$ cat src/rtl/msk_scan_ctrl_pkg.sv
// Shared definitions for the masked scan-chain controller: state encoding and
// a constant-function helper used to size the counters.
package msk_ctrl_pkg;

   localparam logic [1:0] ST_IDLE   = 2'd0;
   localparam logic [1:0] ST_LOAD   = 2'd1;
   localparam logic [1:0] ST_RUN    = 2'd2;
   localparam logic [1:0] ST_UNLOAD = 2'd3;

   typedef enum logic [1:0] {
      IDLE   = ST_IDLE,
      LOAD   = ST_LOAD,
      RUN    = ST_RUN,
      UNLOAD = ST_UNLOAD
   } state_e;

   // Ceiling log2, never below 1 so a counter always has at least one bit.
   function automatic int clog2(input int value);
      int r;
      r = 0;
      while ((1 << r) < value) r++;
      return (r < 1) ? 1 : r;
   endfunction

endpackage

$ cat src/rtl/msk_scan_ctrl_if.sv
// Control/handshake bundle between the stream front-end, the scan chain and
// the scan controller. The controller takes the slave side.
interface msk_scan_ctrl_if #(
   parameter int CYCW = 8
);
   logic            start;
   logic [CYCW-1:0] cfg_ncycles;
   logic            abort;
   logic            in_valid;
   logic            in_ready;
   logic            out_valid;
   logic            out_ready;
   logic            reg_en;
   logic            scan_en;
   logic            busy;
   logic            done;

   modport slave (
      input  start, cfg_ncycles, abort, in_valid, out_ready,
      output in_ready, out_valid, reg_en, scan_en, busy, done
   );

   modport master (
      output start, cfg_ncycles, abort, in_valid, out_ready,
      input  in_ready, out_valid, reg_en, scan_en, busy, done
   );
endinterface

$ cat src/rtl/msk_scan_ctrl_beat_cnt.sv
// Up-counter with synchronous clear (priority over increment) and a
// terminal-count flag that fires on the increment reaching limit_i.
module msk_beat_cnt #(
   parameter int W = 3
) (
   input  logic         clk,
   input  logic         rst_n,
   input  logic         clr_i,
   input  logic         inc_i,
   input  logic [W-1:0] limit_i,
   output logic         tc_o
);

   logic [W-1:0] count_q;
   logic [W-1:0] count_d;

   always_comb begin
      count_d = count_q;
      if (clr_i) begin
         count_d = '0;
      end else if (inc_i) begin
         count_d = count_q + W'(1);
      end
   end

   always_ff @(posedge clk or negedge rst_n) begin
      if (!rst_n) begin
         count_q <= '0;
      end else begin
         count_q <= count_d;
      end
   end

   assign tc_o = inc_i && (count_q == (limit_i - W'(1)));

endmodule

$ cat src/rtl/msk_scan_ctrl.sv
// Sequencer for a chain of masked scan registers: serial load, N compute
// cycles, serial unload. Only control strobes are produced, never share data.
module msk_scan_ctrl
   import msk_ctrl_pkg::*;
#(
   parameter int DEPTH = 4,
   parameter int CYCW  = 8
) (
   input logic             clk,
   input logic             rst_n,
   msk_scan_ctrl_if.slave  bus
);

   localparam int BW = clog2(DEPTH + 1);

   state_e          state_q;
   state_e          state_d;
   logic [CYCW-1:0] ncyc_q;
   logic [CYCW-1:0] ncyc_d;
   logic            done_q;
   logic            done_d;

   logic abortHit;
   logic beatInc;
   logic cycInc;
   logic cntClr;
   logic beatTc;
   logic cycTc;

   // Abort suppresses every chain strobe in the cycle it is seen.
   assign abortHit = bus.abort && (state_q != IDLE);
   assign beatInc  = !abortHit && (((state_q == LOAD) && bus.in_valid) ||
                                   ((state_q == UNLOAD) && bus.out_ready));
   assign cycInc   = !abortHit && (state_q == RUN);

   msk_beat_cnt #(.W(BW)) uBeatCnt (
      .clk     (clk),
      .rst_n   (rst_n),
      .clr_i   (cntClr),
      .inc_i   (beatInc),
      .limit_i (BW'(DEPTH)),
      .tc_o    (beatTc)
   );

   msk_beat_cnt #(.W(CYCW)) uCycCnt (
      .clk     (clk),
      .rst_n   (rst_n),
      .clr_i   (cntClr),
      .inc_i   (cycInc),
      .limit_i (ncyc_q),
      .tc_o    (cycTc)
   );

   always_comb begin
      state_d = state_q;
      ncyc_d  = ncyc_q;
      done_d  = 1'b0;
      cntClr  = 1'b0;
      unique case (state_q)
         IDLE: begin
            if (bus.start) begin
               state_d = LOAD;
               ncyc_d  = bus.cfg_ncycles;
               cntClr  = 1'b1;
            end
         end
         LOAD: begin
            if (beatTc) begin
               state_d = (ncyc_q != '0) ? RUN : UNLOAD;
               cntClr  = 1'b1;
            end
         end
         RUN: begin
            if (cycTc) begin
               state_d = UNLOAD;
               cntClr  = 1'b1;
            end
         end
         UNLOAD: begin
            if (beatTc) begin
               state_d = IDLE;
               cntClr  = 1'b1;
               done_d  = 1'b1;
            end
         end
      endcase
      if (abortHit) begin
         state_d = IDLE;
         cntClr  = 1'b1;
         done_d  = 1'b0;
      end
   end

   always_ff @(posedge clk or negedge rst_n) begin
      if (!rst_n) begin
         state_q <= IDLE;
         ncyc_q  <= '0;
         done_q  <= 1'b0;
      end else begin
         state_q <= state_d;
         ncyc_q  <= ncyc_d;
         done_q  <= done_d;
      end
   end

   // scan_en and busy decode straight from the state flops.
   assign bus.scan_en   = (state_q == LOAD) || (state_q == UNLOAD);
   assign bus.busy      = (state_q != IDLE);
   assign bus.in_ready  = (state_q == LOAD);
   assign bus.out_valid = (state_q == UNLOAD);
   assign bus.reg_en    = beatInc || cycInc;
   assign bus.done      = done_q;

endmodule

$ cat src/flat_wrapper.sv
// flat-port wrapper written by rule: the top's interface ports become plain ports
module msk_scan_ctrl_flat import msk_ctrl_pkg::*;
#(
   parameter int DEPTH = 4,
   parameter int CYCW  = 8
)
  (clk, rst_n, bus_start, bus_cfg_ncycles, bus_abort, bus_in_valid, bus_out_ready, bus_in_ready, bus_out_valid, bus_reg_en, bus_scan_en, bus_busy, bus_done);
  msk_scan_ctrl_if #(.CYCW(CYCW)) bus_i ();
  input logic clk;
  input logic rst_n;
  input wire logic [$bits(bus_i.start)-1:0] bus_start;
  input wire logic [$bits(bus_i.cfg_ncycles)-1:0] bus_cfg_ncycles;
  input wire logic [$bits(bus_i.abort)-1:0] bus_abort;
  input wire logic [$bits(bus_i.in_valid)-1:0] bus_in_valid;
  input wire logic [$bits(bus_i.out_ready)-1:0] bus_out_ready;
  output wire logic [$bits(bus_i.in_ready)-1:0] bus_in_ready;
  output wire logic [$bits(bus_i.out_valid)-1:0] bus_out_valid;
  output wire logic [$bits(bus_i.reg_en)-1:0] bus_reg_en;
  output wire logic [$bits(bus_i.scan_en)-1:0] bus_scan_en;
  output wire logic [$bits(bus_i.busy)-1:0] bus_busy;
  output wire logic [$bits(bus_i.done)-1:0] bus_done;
  assign bus_i.start = bus_start;
  assign bus_i.cfg_ncycles = bus_cfg_ncycles;
  assign bus_i.abort = bus_abort;
  assign bus_i.in_valid = bus_in_valid;
  assign bus_i.out_ready = bus_out_ready;
  assign bus_in_ready = bus_i.in_ready;
  assign bus_out_valid = bus_i.out_valid;
  assign bus_reg_en = bus_i.reg_en;
  assign bus_scan_en = bus_i.scan_en;
  assign bus_busy = bus_i.busy;
  assign bus_done = bus_i.done;
  msk_scan_ctrl #(.DEPTH(DEPTH), .CYCW(CYCW)) u_core (.clk(clk), .rst_n(rst_n), .bus(bus_i));
endmodule
$ cat config.mk
export PLATFORM = sky130hd
export DESIGN_NAME = msk_scan_ctrl_flat
export DESIGN_NICKNAME = d
export VERILOG_FILES = /design/src/rtl/msk_scan_ctrl_pkg.sv /design/src/rtl/msk_scan_ctrl_if.sv /design/src/rtl/msk_scan_ctrl_beat_cnt.sv /design/src/rtl/msk_scan_ctrl.sv /design/src/flat_wrapper.sv
export SDC_FILE = /design/constraint.sdc
export NUM_CORES = 1
export LEC_CHECK = 0
export BUFFER_PORTS_ARGS = -buffer_cell sky130_fd_sc_hd__buf_2
export CAP_MARGIN = 0
export CORE_ASPECT_RATIO = 1.75
export CORE_MARGIN = 8
export CORE_UTILIZATION = 60
export DETAILED_ROUTE_END_ITERATION = 10
export PLACE_DENSITY = 0.91
export SKIP_LAST_GASP = 1
export SLEW_MARGIN = 20
export SYNTH_ARGS = -nofsm -noshare
export SYNTH_HDL_FRONTEND = slang
export SYNTH_SLANG_ARGS = --single-unit
$ cat constraint.sdc
create_clock -name clk -period 6.5 [get_ports clk]
set_clock_uncertainty 0.05 [all_clocks]
set_input_delay 0.65 -clock clk [delete_from_list [all_inputs] [get_ports clk]]
set_output_delay 0.65 -clock clk [all_outputs]
set_load 0.01 [all_outputs]
==> out/qor.csv, run 1 <==
metric,value,unit
status,"finished, final reports clean",
"Clk pin slew, worst setup/hold paths",0.08,ns
R2R setup slack,3.95,ns
cts repair resizes,0,
Post-synth EDFFs,0,
Clock Path Buffers,2,
layout cells sized above 1,22.64,%
final setup TNS,0,ns
worst slew pin tran,0.7563,ns
DP Wirelength,2.317,mm
fin util,68.84,%
"Worst Path Class, Setup",register to register,
sequential share of the synthesized area,39.36,%
Worst-Skew Late Latency,0.26,ns
Post-CTS Setup Bufs,0,
Syn-to-layout area delta,10.46,%
nets@finish,183,
Final Setup Violations,0,
wire per inst,17.28,um
Max Clk Rate,392.3,MHz
number of hold buffers added after cts,0,
HP Class,input pin to async pin,
crit-path max FO,11,
sequence of cells on the critical path,inv_1 -> ha_1 -> o21bai_1 -> a211oi_1 -> o21bai_1 -> nor2b_1 -> o21ai_1 -> a21oi_1,
clk sinks,22,
Crit path largest cell delay,0.62,ns
gr usage total,16.37,%
I/O Buffers,19,
critical path launch point type,register,
total CTS buffers,3,
RSZ-0062 raised after global routing,no,
initial antenna violation count,0,
post-synthesis register bit count,22,
Netlist cell types,34,
R2R cell count,8,
Mapped Area,0.001399,sq mm
final hold violations,0,
RePlAce Congestion,0.8194,
GR Overflow Total,0,
Vias,1137,
Die Ht,79.88,um
Routed WL,3.179,mm
Routed Antenna Nets,0,
"slowest stage cell, crit path",o21ai_1,
clock root buffer,clkbuf_8,
die area,0.004193,sq mm
Post-synth ARST share,100.0,%
Leak,0.6976,nW
Worst VDD drop,0.2851,mV
CTS tree,yes,
YS warnings,0,
Remaining DRCs,0,
largest net degree at the start of global routing,23,
R2R Path Start,u_core.ncyc_q[0],
fin crit share,39.22,%
CP dominant cell by count,o21bai_1,
vias in the first global route,1140,
Cell Rows,23,
H-tree depth,1,
IO Count,20,
reg-to-reg critical path endpoint,u_core.uBeatCnt.count_q[0],
Starting Density,62.32,%
Pwr per Cell Area,425.1,mW/mm^2
Post-Syn Instances,142,
# Max-Cap Violations,0,
crit end category,register,
fin crit period,2.549,ns
DRT iter0 DRCs,23,
fin. max-slew vios,0,
WP data arrival,2.62,ns
CORE AREA,0.002245,sq mm
Avg Inst Size Synth,9.851,sq um
DR pass1 iterations,4,
syn nets,164,
Critical Path RT,6.57,ns
Slew HR,49.24,%
die width,52.50,um
first-pass GRT wire length,5.368,mm
Post-synth top flop,dfrtp_1,
Antenna diodes,0,
Via density,6.179,
## cell families after synthesis
kind of cell	Yosys count	synth area share, %
mux	12	9.660
fa+ha+maj	8	7.156
simple gates	39	15.92
buf+inv	14	3.935
compound gates	30	13.33
xor+xnor	17	10.64
flops	22	39.36
## synthesized netlist by cell type (all sizes together) (3+ instances only)
library cell  number  area [sq um]
dfrtp             22         550.5
a21oi             18         90.09
nand2             10         37.54
xnor2             10         87.58
inv                9         33.78
mux2               9         105.1
ha                 8         100.1
xor2               7         61.31
nand4              6         37.54
nor2               5         18.77
clkbuf             4         16.26
nor2b              4         25.02
nor4               4         46.29
mux2i              3         30.03
nand2b             3         18.77
nor3               3         15.01
## state kept, by name (all words and copies together) (netlist names)
signal and cells:
u_core.ncyc_q 8, u_core.uCycCnt.count_q 8, u_core.uBeatCnt.count_q 3, u_core.state_q 2
u_core.bus.done 1
## per-layer routing
metal | track usage, % | up-vias | part of all wire [%]
met5 | 0 | - | 0
met2 | 28.40 | 19 | 59
met3 | 2.799 | 6 | 2.1
li1 | - | 529 | -
met4 | 8.073 | 0 | 1.4
met1 | 18.12 | 583 | 37
## critical path, delay by kind of cell (launching register included)
| kind | cells | cell delay [ns] |
|---|---|---|
| fa+ha+maj | 1 | 0.29 |
| flops | 1 | 0.46 |
| compound gates | 5 | 1.37 |
| simple gates | 1 | 0.16 |
| buf+inv | 1 | 0.08 |
## final cells by class
type                       instances  area [sq um]
multi-input combinational        106         793.3
timing repair buffer              19         95.09
inverter                           9         33.78
fill                             185         699.4
clock buffer                       3         41.29
tap                               25         31.28
sequential                        22         550.5
## worst max path at each step
stage / cells after the start / start / slack, ns / end
finish: 8 / u_core.ncyc_q[0] / 3.95 / u_core.uBeatCnt.count_q[0]
global route: 8 / u_core.ncyc_q[0] / 3.81 / u_core.uCycCnt.count_q[1]
floorplan: 9 / u_core.ncyc_q[0] / 4.41 / u_core.state_q[0]
CTS: 8 / u_core.ncyc_q[0] / 3.96 / u_core.uCycCnt.count_q[1]
detailed placement: 8 / u_core.ncyc_q[0] / 4.06 / u_core.uCycCnt.count_q[1]
global placement: 8 / u_core.ncyc_q[0] / 4.15 / u_core.uCycCnt.count_q[6]
## through the flow
stage                     cell area [sq um]  std cells  worst slack, ns  power (W)  hold WS (ns)
final                                  1545        184            3.951  0.0006569        0.2948
after global routing                   1545        184            3.812  0.0007016        0.3279
after CTS                              1545        184            3.963  0.0006564        0.3052
after detailed placement               1504        181            4.063  0.0005645        0.5049
after global placement                 1504        181            4.146  0.0005468        0.4905
after floorplan                        1399        142            4.414  0.0004823        0.3044
## cells in the final DEF, fill, tap and decap left out, drive strengths merged
cell    instances
dfrtp          22
buf            19
a21oi          18
nand2          10
xnor2          10
inv             9
mux2            9
ha              8
xor2            7
nand4           6
nor2            5
nor2b           4
nor4            4
nand2b          3
nor3            3
mux2i           3
clkbuf          3
and3            2
o21bai          2
o21a            2
a22oi           2
or2             1
o31ai           1
a211oi          1
o21ba           1
o21ai           1
a21boi          1
nand3           1
o311ai          1
## power breakdown
group / switching, W / internal, W / total, W
Combinational: 0.000178 / 0.000158 / 0.000336
Sequential: 0.0000606 / 0.000175 / 0.000236
Clock: 0.0000434 / 0.0000414 / 0.0000848
Total: 0.000282 / 0.000375 / 0.000657
Note: power is estimated with default switching activity, not from simulation.
==> run 2, diff against run 1 <==
--- a/config.mk
+++ b/config.mk
@@ -9,9 +9,9 @@
 export CAP_MARGIN = 0
 export CORE_ASPECT_RATIO = 1.75
 export CORE_MARGIN = 8
-export CORE_UTILIZATION = 60
+export CORE_UTILIZATION = 51
 export DETAILED_ROUTE_END_ITERATION = 10
-export PLACE_DENSITY = 0.91
+export PLACE_DENSITY = 0.83
 export SKIP_LAST_GASP = 1
 export SLEW_MARGIN = 20
 export SYNTH_ARGS = -nofsm -noshare
==> constraint.sdc (replaced) <==
create_clock -name clk -period 2.2 [get_ports clk]
set_clock_uncertainty 0.05 [all_clocks]
set_input_delay 0.22 -clock clk [delete_from_list [all_inputs] [get_ports clk]]
set_output_delay 0.22 -clock clk [all_outputs]
set_load 0.01 [all_outputs]
==> out/qor.csv, run 2 (synthesis gave the netlist of run 1 again) <==
metric,value,unit,change
WP data arrival,2.19,ns,-0.43 ns
fin. max-slew vios,0,,unchanged
post-place setup slack,0.04530,ns,-4.017 ns
PnR worst setup slack,0.1075,ns,-3.843 ns
CORE AREA,0.002659,sq mm,+18%
Cell Rows,25,,+8.7%
CP dominant cell by count,o21a_1,,
Critical Path RT,2.30,ns,-4.27 ns
critical path launch point type,register,,
Via density,5.856,,-5.2%
GR Overflow Total,0,,unchanged
IO Count,20,,unchanged
total CTS buffers,3,,unchanged
fin crit period,2.093,ns,-0.4568 ns
gr usage total,12.57,%,-3.8 points
"delay-heaviest family, CP",compound AO/OA/AOI/OAI gates,,
clock root buffer,clkbuf_8,,
"Worst Path Class, Setup",register to register,,
DP Wirelength,2.409,mm,+3.9%
reg-to-reg critical path endpoint,u_core.state_q[0],,
Clock Path Buffers,2,,unchanged
R2R Path Start,u_core.state_q[0],,
DRT iter0 DRCs,18,,-22%
fin util,61.27,%,-7.6 points
Die Ht,85.28,um,+6.8%
crit end category,register,,
clk sinks,22,,unchanged
# Max-Cap Violations,0,,unchanged
fill count,210,,+14%
R2R setup slack,0.11,ns,-3.84 ns
final setup TNS,0,ns,unchanged
nets@finish,191,,+4.4%
Crit path largest cell delay,0.45,ns,-0.17 ns
Pwr Total,0.002067,W,+210%
initial antenna violation count,0,,unchanged
H-tree depth,1,,unchanged
final hold violations,0,,unchanged
die width,55.59,um,+5.9%
Worst VDD drop,0.7651,mV,+170%
largest net degree at the start of global routing,23,,unchanged
vias in the first global route,1177,,+3.2%
die area,0.004741,sq mm,+13%
Syn-to-layout area delta,16.46,%,
crit-path max FO,6,,-5
CTS tree,yes,,
Routed Antenna Nets,0,,unchanged
"slowest stage cell, crit path",dfrtp_1,,
DR pass1 iterations,4,,unchanged
sequence of cells on the critical path,ha_1 -> a22oi_2 -> nor2b_2 -> o21a_1 -> a21boi_0 -> o21a_1 -> mux2_4,,
Hold Path Origin,bus_cfg_ncycles[2],,
Routed WL,3.168,mm,-0.35%
most frequent cells in the layout,"dfrtp_1, buf_2, a21oi_1",,
CP bufs+invs,0,,-1
Starting Density,52.61,%,-9.7 points
wire per inst,16.25,um,-6.0%
layout cells sized above 1,27.98,%,+5.3 points
Leak,0.7399,nW,+6.1%
hold path depth,2,,
R2R cell count,7,,-1
Max Clk Rate,477.9,MHz,+22%
worst hold endpoint,u_core.ncyc_q[2],,
RePlAce Congestion,0.9091,,+11%
Vias,1142,,+0.44%
worst slew pin tran,0.5038,ns,-0.2525 ns
Remaining DRCs,0,,unchanged
status,"finished, final reports clean",,
first-pass GRT wire length,5.071,mm,-5.5%
Pwr per Cell Area,1269,mW/mm^2,+200%
fin crit share,95.11,%,+56 points
"most common cell after layout, fill and taps aside",dfrtp_1,,
"Clk pin slew, worst setup/hold paths",0.08,ns,about the same
Regs by FF count,"u_core.ncyc_q x8, u_core.uCycCnt.count_q x8, u_core.uBeatCnt.count_q x3",,
Final Setup Violations,0,,unchanged
Antenna diodes,0,,unchanged
WP depth,7,,-1
Slew HR,66.42,%,+17 points
Worst-Skew Late Latency,0.26,ns,about the same
I/O Buffers,19,,unchanged
HP Class,input pin to register,,
## run 2: cell count changes in the layout (fill, tap and decap cells not counted), sizes merged
| cell | delta |
|---|---|
| clkbuf | +1 |
| dlygate4sd3 | +1 |
| buf | +7 |
## run 2: timing repair
| action | CTS | global route |
|---|---|---|
| setup buffers | 0 | 3 |
| endpoints found under the setup margin | 0 | 11 |
| hold buffers | 1 | 0 |
| resized for setup | 0 | 3 |
| hold endpoints to repair | 22 | 0 |
## run 2: area by class of cell
type                    count  area, sq um  share of cell area, %
inverters                   9        33.78                  2.074
flip-flops and latches     22        553.0                  33.95
repair buffers             27        157.7                  9.677
multi-input cells         106        795.8                  48.85
clock buffers               4        55.05                  3.379
well taps                  27        33.78                  2.074
## run 2: power breakdown
group / internal (W) / switching [W] / total, W
clock network: 0.000160 / 0.000133 / 0.000292
logic: 0.000541 / 0.000539 / 0.00108
registers: 0.000521 / 0.000173 / 0.000695
total: 0.00122 / 0.000845 / 0.00207
## run 2: per-layer routing
metal	track usage (%)	share of wire [%]	vias up
li1	-	-	547
met1	12.07	36	555
met2	24.80	58	28
met3	1.794	2.8	12
met4	5.631	2.7	0
met5	0	0	-
## run 2: per-stage QoR
step	hold WS, ns	area (sq um)	cells
4_1_cts	0.1304	1602	192
6_report	0.1292	1629	195
3_3_place_gp	0.1568	1536	187
3_5_place_dp	0.1667	1536	187
2_1_floorplan	-0.1256	1399	142
5_1_grt	0.1328	1629	195
## run 2: worst max path at each step
stage                            startpoint                end  slack, ns
after floorplan            u_core.ncyc_q[0]  u_core.state_q[0]       0.11
after global placement     u_core.ncyc_q[0]  u_core.state_q[0]       0.17
after detailed placement   u_core.ncyc_q[0]  u_core.state_q[0]       0.05
after CTS                  u_core.ncyc_q[0]  u_core.state_q[0]       0.03
after global routing       u_core.ncyc_q[0]  u_core.state_q[0]     -0.005
final                     u_core.state_q[0]  u_core.state_q[0]       0.11
